===== config.mk =====
export PLATFORM = sky130hd
export DESIGN_NAME = ahb_cmd_master
export DESIGN_NICKNAME = d
export VERILOG_FILES = /design/src/rtl/ahb_cmd_master.sv
export SDC_FILE = /design/constraint.sdc
export NUM_CORES = 1
export LEC_CHECK = 0
export CORE_ASPECT_RATIO = 0.75
export CORE_MARGIN = 1
export CORE_UTILIZATION = 58
export DETAILED_ROUTE_END_ITERATION = 7
export GPL_TIMING_DRIVEN = 0
export HOLD_SLACK_MARGIN = 0.02
export PLACE_DENSITY = 0.85
export SLEW_MARGIN = 20
export SYNTH_ARGS = -nofsm -noshare
export SYNTH_HDL_FRONTEND = slang
export SYNTH_SLANG_ARGS = --single-unit

===== constraint.sdc =====
create_clock -name hclk -period 6.75 [get_ports hclk]
set_input_delay 0.675 -clock hclk [delete_from_list [all_inputs] [get_ports hclk]]
set_output_delay 0.675 -clock hclk [all_outputs]
set_load 0.005 [all_outputs]

===== src/rtl/ahb_cmd_master.sv =====
// AHB-lite single-master initiator: buffered commands issued as pipelined NONSEQ singles.
// Latency: push at edge N -> NONSEQ after N+1 -> data phase closes next hready edge -> rsp the cycle after.
module ahb_cmd_master #(
    parameter int addrWidth = 8,
    parameter int dataWidth = 32,
    parameter int cmdDepth  = 4
) (
    input  logic                 hresetn,
    input  logic                 hclk,
    input  logic                 cmd_valid,
    output logic                 cmd_ready,
    input  logic                 cmd_write,
    input  logic [addrWidth-1:0] cmd_addr,
    input  logic [dataWidth-1:0] cmd_wdata,
    output logic                 rsp_valid,
    output logic                 rsp_write,
    output logic [dataWidth-1:0] rsp_rdata,
    output logic                 hselx,
    output logic [addrWidth-1:0] haddr,
    output logic                 hwrite,
    output logic [1:0]           htrans,
    output logic [dataWidth-1:0] hwdata,
    input  logic                 hready,
    input  logic [dataWidth-1:0] hrdata,
    output logic                 busy
);

    localparam int PW = $clog2(cmdDepth);
    localparam logic [PW:0] CNT_FULL = (PW+1)'(cmdDepth);

    localparam logic [1:0] HTRANS_IDLE   = 2'b00;
    localparam logic [1:0] HTRANS_NONSEQ = 2'b10;

    localparam logic [1:0] DP_IDLE = 2'd0;
    localparam logic [1:0] DP_RD   = 2'd1;
    localparam logic [1:0] DP_WR   = 2'd2;

    logic                 fifo_write [cmdDepth];
    logic [addrWidth-1:0] fifo_addr  [cmdDepth];
    logic [dataWidth-1:0] fifo_wdata [cmdDepth];
    logic [PW-1:0]        wr_ptr, rd_ptr;
    logic [PW:0]          fifo_count;
    logic                 fifo_empty, push, pop;

    logic [dataWidth-1:0] ap_wdata;
    logic [1:0]           dp_state;

    assign fifo_empty = (fifo_count == '0);
    // No pass-through when full: a same-cycle pop does not open cmd_ready.
    assign cmd_ready  = (fifo_count != CNT_FULL);
    assign push       = cmd_valid & cmd_ready;
    assign pop        = hready & ~fifo_empty;

    always_ff @(posedge hclk) begin
        if (push) begin
            fifo_write[wr_ptr] <= cmd_write;
            fifo_addr[wr_ptr]  <= cmd_addr;
            fifo_wdata[wr_ptr] <= cmd_wdata;
        end
    end

    always_ff @(posedge hclk or negedge hresetn) begin
        if (!hresetn) begin
            wr_ptr     <= '0;
            rd_ptr     <= '0;
            fifo_count <= '0;
        end else begin
            if (push) wr_ptr <= wr_ptr + 1'b1;
            if (pop)  rd_ptr <= rd_ptr + 1'b1;
            case ({push, pop})
                2'b10:   fifo_count <= fifo_count + 1'b1;
                2'b01:   fifo_count <= fifo_count - 1'b1;
                default: fifo_count <= fifo_count;
            endcase
        end
    end

    // Address phase: only advances on hready so the bus stays stable during wait states.
    always_ff @(posedge hclk or negedge hresetn) begin
        if (!hresetn) begin
            htrans   <= HTRANS_IDLE;
            haddr    <= '0;
            hwrite   <= 1'b0;
            ap_wdata <= '0;
        end else if (hready) begin
            if (!fifo_empty) begin
                htrans   <= HTRANS_NONSEQ;
                haddr    <= fifo_addr[rd_ptr];
                hwrite   <= fifo_write[rd_ptr];
                ap_wdata <= fifo_wdata[rd_ptr];
            end else begin
                htrans   <= HTRANS_IDLE;
            end
        end
    end

    always_ff @(posedge hclk or negedge hresetn) begin
        if (!hresetn) begin
            dp_state <= DP_IDLE;
            hwdata   <= '0;
        end else if (hready) begin
            if (htrans == HTRANS_NONSEQ) begin
                dp_state <= hwrite ? DP_WR : DP_RD;
                if (hwrite) hwdata <= ap_wdata;
            end else begin
                dp_state <= DP_IDLE;
            end
        end
    end

    always_ff @(posedge hclk or negedge hresetn) begin
        if (!hresetn) begin
            rsp_valid <= 1'b0;
            rsp_write <= 1'b0;
            rsp_rdata <= '0;
        end else begin
            rsp_valid <= hready && (dp_state != DP_IDLE);
            if (hready && (dp_state != DP_IDLE)) begin
                rsp_write <= (dp_state == DP_WR);
                rsp_rdata <= (dp_state == DP_RD) ? hrdata : '0;
            end
        end
    end

    assign hselx = (htrans == HTRANS_NONSEQ);
    assign busy  = !fifo_empty || (htrans == HTRANS_NONSEQ) || (dp_state != DP_IDLE);

endmodule


==> Yosys cells after proc, flatten, opt, wreduce, memory -nomap -nowiden <==
Memories as Yosys holds them, arrays and structs flattened. A register that Yosys moved wholly into a read port is not among the register bits.
Index checks and enable logic that the tools add are counted.
{ "op_classes": {"n_addsub": 4, "n_reduce_logical": 12, "n_bitwise": 3, "n_eq_ne": 6, "n_mux": 7} }
{ "ops": {"columns": ["operator", "n"], "rows": [
  ["$mux 32", 1],
  ["$eq 2x2->1 const B", 3],
  ["$mux 2", 3],
  ["$pmux 3 s2", 1],
  ["$add 2x1->2 const B", 2],
  ["$eq 2x1->1 const B", 2],
  ["$logic_not 1->1", 4],
  ["$reduce_bool 2->1", 2],
  ["$add 3x1->3 const B", 1],
  ["$logic_not 3->1", 1],
  ["$ne 3x3->1 const B", 1],
  ["$reduce_and 3->1", 1],
  ["$sub 3x1->3 const B", 1],
  ["$and 1x1->1", 2],
  ["$logic_or 1x1->1", 2],
  ["$mux 1", 2],
  ["$reduce_and 2->1", 1],
  ["$logic_and 1x1->1", 1],
  ["$not 1->1", 1]
]} }
{ "totals": {"mem_count": 3, "in_bits": 77, "out_inout_bits": 80, "elab_cells": 44, "regBits": 77, "ram_bits": 164} }
{ "mem_list": {"columns": ["name", "words", "width", "rd", "rd_clocked_by_memory_dff", "wr", "line", "source"], "rows": [
  ["fifo_wdata", 4, 32, 1, 1, 1, "40", "logic [dataWidth-1:0] fifo_wdata [cmdDepth];"],
  ["fifo_addr", 4, 8, 1, 1, 1, "39", "logic [addrWidth-1:0] fifo_addr [cmdDepth];"],
  ["fifo_write", 4, 1, 1, 1, 1, "38", "logic fifo_write [cmdDepth];"]
]} }

==> Logic depth before layout (Yosys ltp) <==
{ "logic_depth": {"word_depth": 5, "mapped_depth": 9, "ltp_nobuf": 8} }

==> Worst setup path before layout <==
OpenSTA, ideal clock, no wires.
{ "synth_timing": {"path_kind": "input port to flip-flop", "start": "input port hready", "end": "register fifo_count[1]", "arrival_time_ps": 2210, "path_stages": 7, "path_slack_ps": 4415, "required_time_ps": 6625, "path_buffers": 3, "setup_ps": 125, "cell_sequence": "buf_2 o31a_1 buf_2 buf_4 ha_1 fa_1 mux2_2"} }
{ "synth_via": {"elab_chain_cells": 3, "elab_cells_between_ends": 5, "classes_between": "eq/ne (2); mux (1); bitwise (1); reduce/logical (1)"} }
{ "synth_rtl": {"columns": ["element", "line", "source"], "rows": [
  ["start: declaration", "23", "input logic hready,"],
  ["$and 1x1->1 *", "52", "assign pop = hready & ~fifo_empty;"],
  ["via pop", "43", "logic fifo_empty, push, pop;"],
  ["$eq 2x1->1 or $eq 2x2->1 (tied branches)", "70", "case ({push, pop})"],
  ["$pmux 3 s2 or $reduce_bool 2->1 (tied branches)", null, null],
  ["end signal: assignment", "71", "2'b10: fifo_count <= fifo_count + 1'b1;"],
  ["end signal: assignment", "72", "2'b01: fifo_count <= fifo_count - 1'b1;"],
  ["end signal: assignment", "73", "default: fifo_count <= fifo_count;"],
  ["end: declaration", "42", "logic [PW:0] fifo_count;"]
]} }
Mark *: on every way through the listed nets, which the timed path passes. The rest lies on a longest branch.
A chain may end at the register's enable or synchronous reset.

==> Worst setup path in the final report <==
{ "layout_timing": {"start": "register fifo_count[0]", "end": "output port cmd_ready"} }
{ "layout_via": {"elab_chain_cells": 1} }
{ "layout_rtl": {"columns": ["element", "line", "source"], "rows": [
  ["$ne 3x3->1", "50", "assign cmd_ready = (fifo_count != CNT_FULL);"],
  ["end: declaration", "11", "output logic cmd_ready,"]
]} }
No other way between the ends.

==> qor.csv <==
metric,value,unit
status,"finished, final reports clean",
fmax,0.379,GHz
syn_inst,497,
power_density,448,nW/um2
grt_max_degree,70,
synth.largest_area_cell,edfxtp_1,
clock_latency,0.52,ns
hold_viol_final,0,
die_x,158,um
ys_types,32,
gr-usage-all-layers,0.220,
n_antenna_cell,0,
fin_util,0.758,
n_fill_cell,990,
final_antenna_net_count,0,
syn_to_final_growth,27.2,%
synth_fa_ha_area_frac,0.00782,
period_share,0.391,
synth-seq-cells,281,
yosysMostFrequentCell,edfxtp_1,
hold-worst-slack,0.0939,ns
setup_viol,0,
globalRouteOverflowTotal,0,
clk_pin_slew,0.06,ns
dieArea,18800,um2
num_rows,42,
synth_warnings,0,
clkSinkCount,281,
synth_top_flop_cell,edfxtp_1,
cts_resized,0,
cts_made_buffers,26,
drt-initial-drc-count,317,
finalSetupTns,0,ns
timing.max_cap.violations,0,
synth-simple-area-share,0.00818,
synth_top_area_frac,0.466,
synth_area_per_cell,21.2,um2
cts_max_path_buffers,3,
grt_pass1_wl,30800,um
synth_nets,580,
vdd_drop_max,269,uV
cp.required,6.07,ns
wl,20000,um
drc,0,
slew_violations,0,
grt_pass1_vias,5613,
synth-edff-count,164,
synth.cell_area,10600,um2
min_path_type,input port to asynchronous set/reset pin,
synth_commonest_cells,"edfxtp_1 (164), dfrtp_1 (117), mux2_4 (39), mux4_2 (38), mux2_2 (36)",
yosys-top-cells-area,"edfxtp_1 (47%), dfrtp_1 (28%), mux4_2 (8.1%), mux2_4 (5.5%), mux2_2 (3.8%)",
synth_compound_area_frac,0.0305,
start_kind,flip-flop,
place.gp.congestion,0.703,
htree_levels,1,
synthMuxAreaShare,0.182,
synthArstFlopShare,0.416,
drive_above_1_share,0.264,
antenna_found_initial,0,
synth-xor-area-share,0.00498,
worstPathMaxFanout,6,
coreArea,17700,um2
cts_root_buf,clkbuf_16,
crit_arrival,1.96,ns
portBuffers,154,
synth_seq_area_share,0.744,
critPathKind,flip-flop to output pin,
skew,0.00988,ns
end_kind,output pin,
rsz0062_at_grt,no,
start_util,0.596,
fin_crit,2.64,ns
synth_top_family_by_area,multiplexers,
wl_per_cell,21.2,um
vias,5282,
reg2reg_depth,8,
die_h,119,um
via_per_inst,5.58,
pin_count,157,
worstMarginPinSlew,0.659,ns
hpwl,12500,um
dr.pass1.iters,6,
max_slew_margin,0.561,
cts_tree,built,
nets,767,
power_leakage,0.00514,uW
cts_hold_buf,0,
post_cts_buffers,0,
-- cell type report --
| cell class | instances | area (um2) | area share |
|---|---|---|---|
| clock buffer | 35 | 746 | 0.0556 |
| inverter | 7 | 26.3 | 0.00196 |
| clock inverter | 13 | 163 | 0.0121 |
| tap | 242 | 303 | 0.0226 |
| buffer | 27 | 206 | 0.0154 |
| timing repair buffer | 159 | 1650 | 0.123 |
| sequential | 281 | 7850 | 0.585 |
| multi-input combinational | 182 | 2480 | 0.185 |
-- critical path: stages, from the launching register on --
cell	delay, ns
dfrtp_1	0.46
or3b_1	0.49
clkdlybuf4s50_1	0.50
-- layout by cell type (no fill, tap or decap), types with 2 or more instances in the layout --
master / netlist / routed
xnor2_1: 4 / 4
mux4_2: 38 / 38
o21ai_0: 2 / 2
a21oi_1: 2 / 2
clkinv_2: 0 / 7
buf_12: 4 / 8
edfxtp_1: 164 / 164
a22o_1: 32 / 32
buf_2: 8 / 8
nor3_1: 2 / 2
clkinv_1: 0 / 2
dfrtp_1: 117 / 117
buf_6: 1 / 2
mux2_4: 39 / 39
clkdlybuf4s50_1: 0 / 153
and3_2: 0 / 4
inv_1: 7 / 7
mux4_1: 3 / 3
clkbuf_8: 0 / 4
ha_1: 5 / 5
buf_4: 6 / 6
xor2_1: 2 / 2
mux2_2: 36 / 36
clkbuf_16: 0 / 27
clkbuf_1: 8 / 12
nand2_1: 2 / 2
bufinv_16: 0 / 4
-- sequential cells by signal, indices dropped and copies added (netlist names), 3 cells and up --
| name | cells |
|---|---|
| fifo_addr | 32 |
| fifo_write | 4 |
| fifo_count | 3 |
| haddr | 8 |
| ap_wdata | 32 |
| rsp_rdata | 32 |
| hwdata | 32 |
| fifo_wdata | 128 |
-- report_power, final --
part           internal, uW  switching (uW)
clock                   926             600
combinational          1160             703
sequential             2370             249
total                  4460            1550
-- cell families after synthesis --
family,Yosys count
AO/OA/AOI/OAI,39
XOR/XNOR,6
adder cells (fa/ha/maj),6
buffers and inverters,34
flip-flops,281
multiplexers,116
other,1
AND/OR/NAND/NOR,14
-- routing by layer --
metal / GRT usage / routed length, um
met5: 0 / 0
met2: 0.369 / 9960
met1: 0.301 / 8460
met4: 0.0425 / 238
met3: 0.0491 / 1370
-- through the flow --
step           power (uW)  instances  worst slack [ns]  cell area [um2]
6_report             6010        946              4.11            13400
5_1_grt              6300        946              4.05            13400
4_1_cts              6070        946              4.10            13400
3_5_place_dp         4520        898              4.13            12500
3_3_place_gp         4420        893             0.505            12400
2_1_floorplan        3720        497              4.41            10600
-- path summary, 6_finish.rpt --
kind                       slack, ns                      start                   endpoint
hold / removal                  0.09                    hresetn     hwdata[21]$_DFFE_PN0P_
max in group asynchronous       5.95                    hresetn      hwdata[2]$_DFFE_PN0P_
setup reg to reg                4.37  fifo_count[0]$_DFFE_PN0P_  fifo_count[2]$_DFFE_PN0P_
hold reg to reg                 0.50     hwdata[23]$_DFFE_PN0P_     hwdata[23]$_DFFE_PN0P_
min in group hclk               0.48                     hready    dp_state[1]$_DFFE_PN0P_
setup / recovery                4.11  fifo_count[0]$_DFFE_PN0P_                  cmd_ready
(Power assumes the default switching activity.)
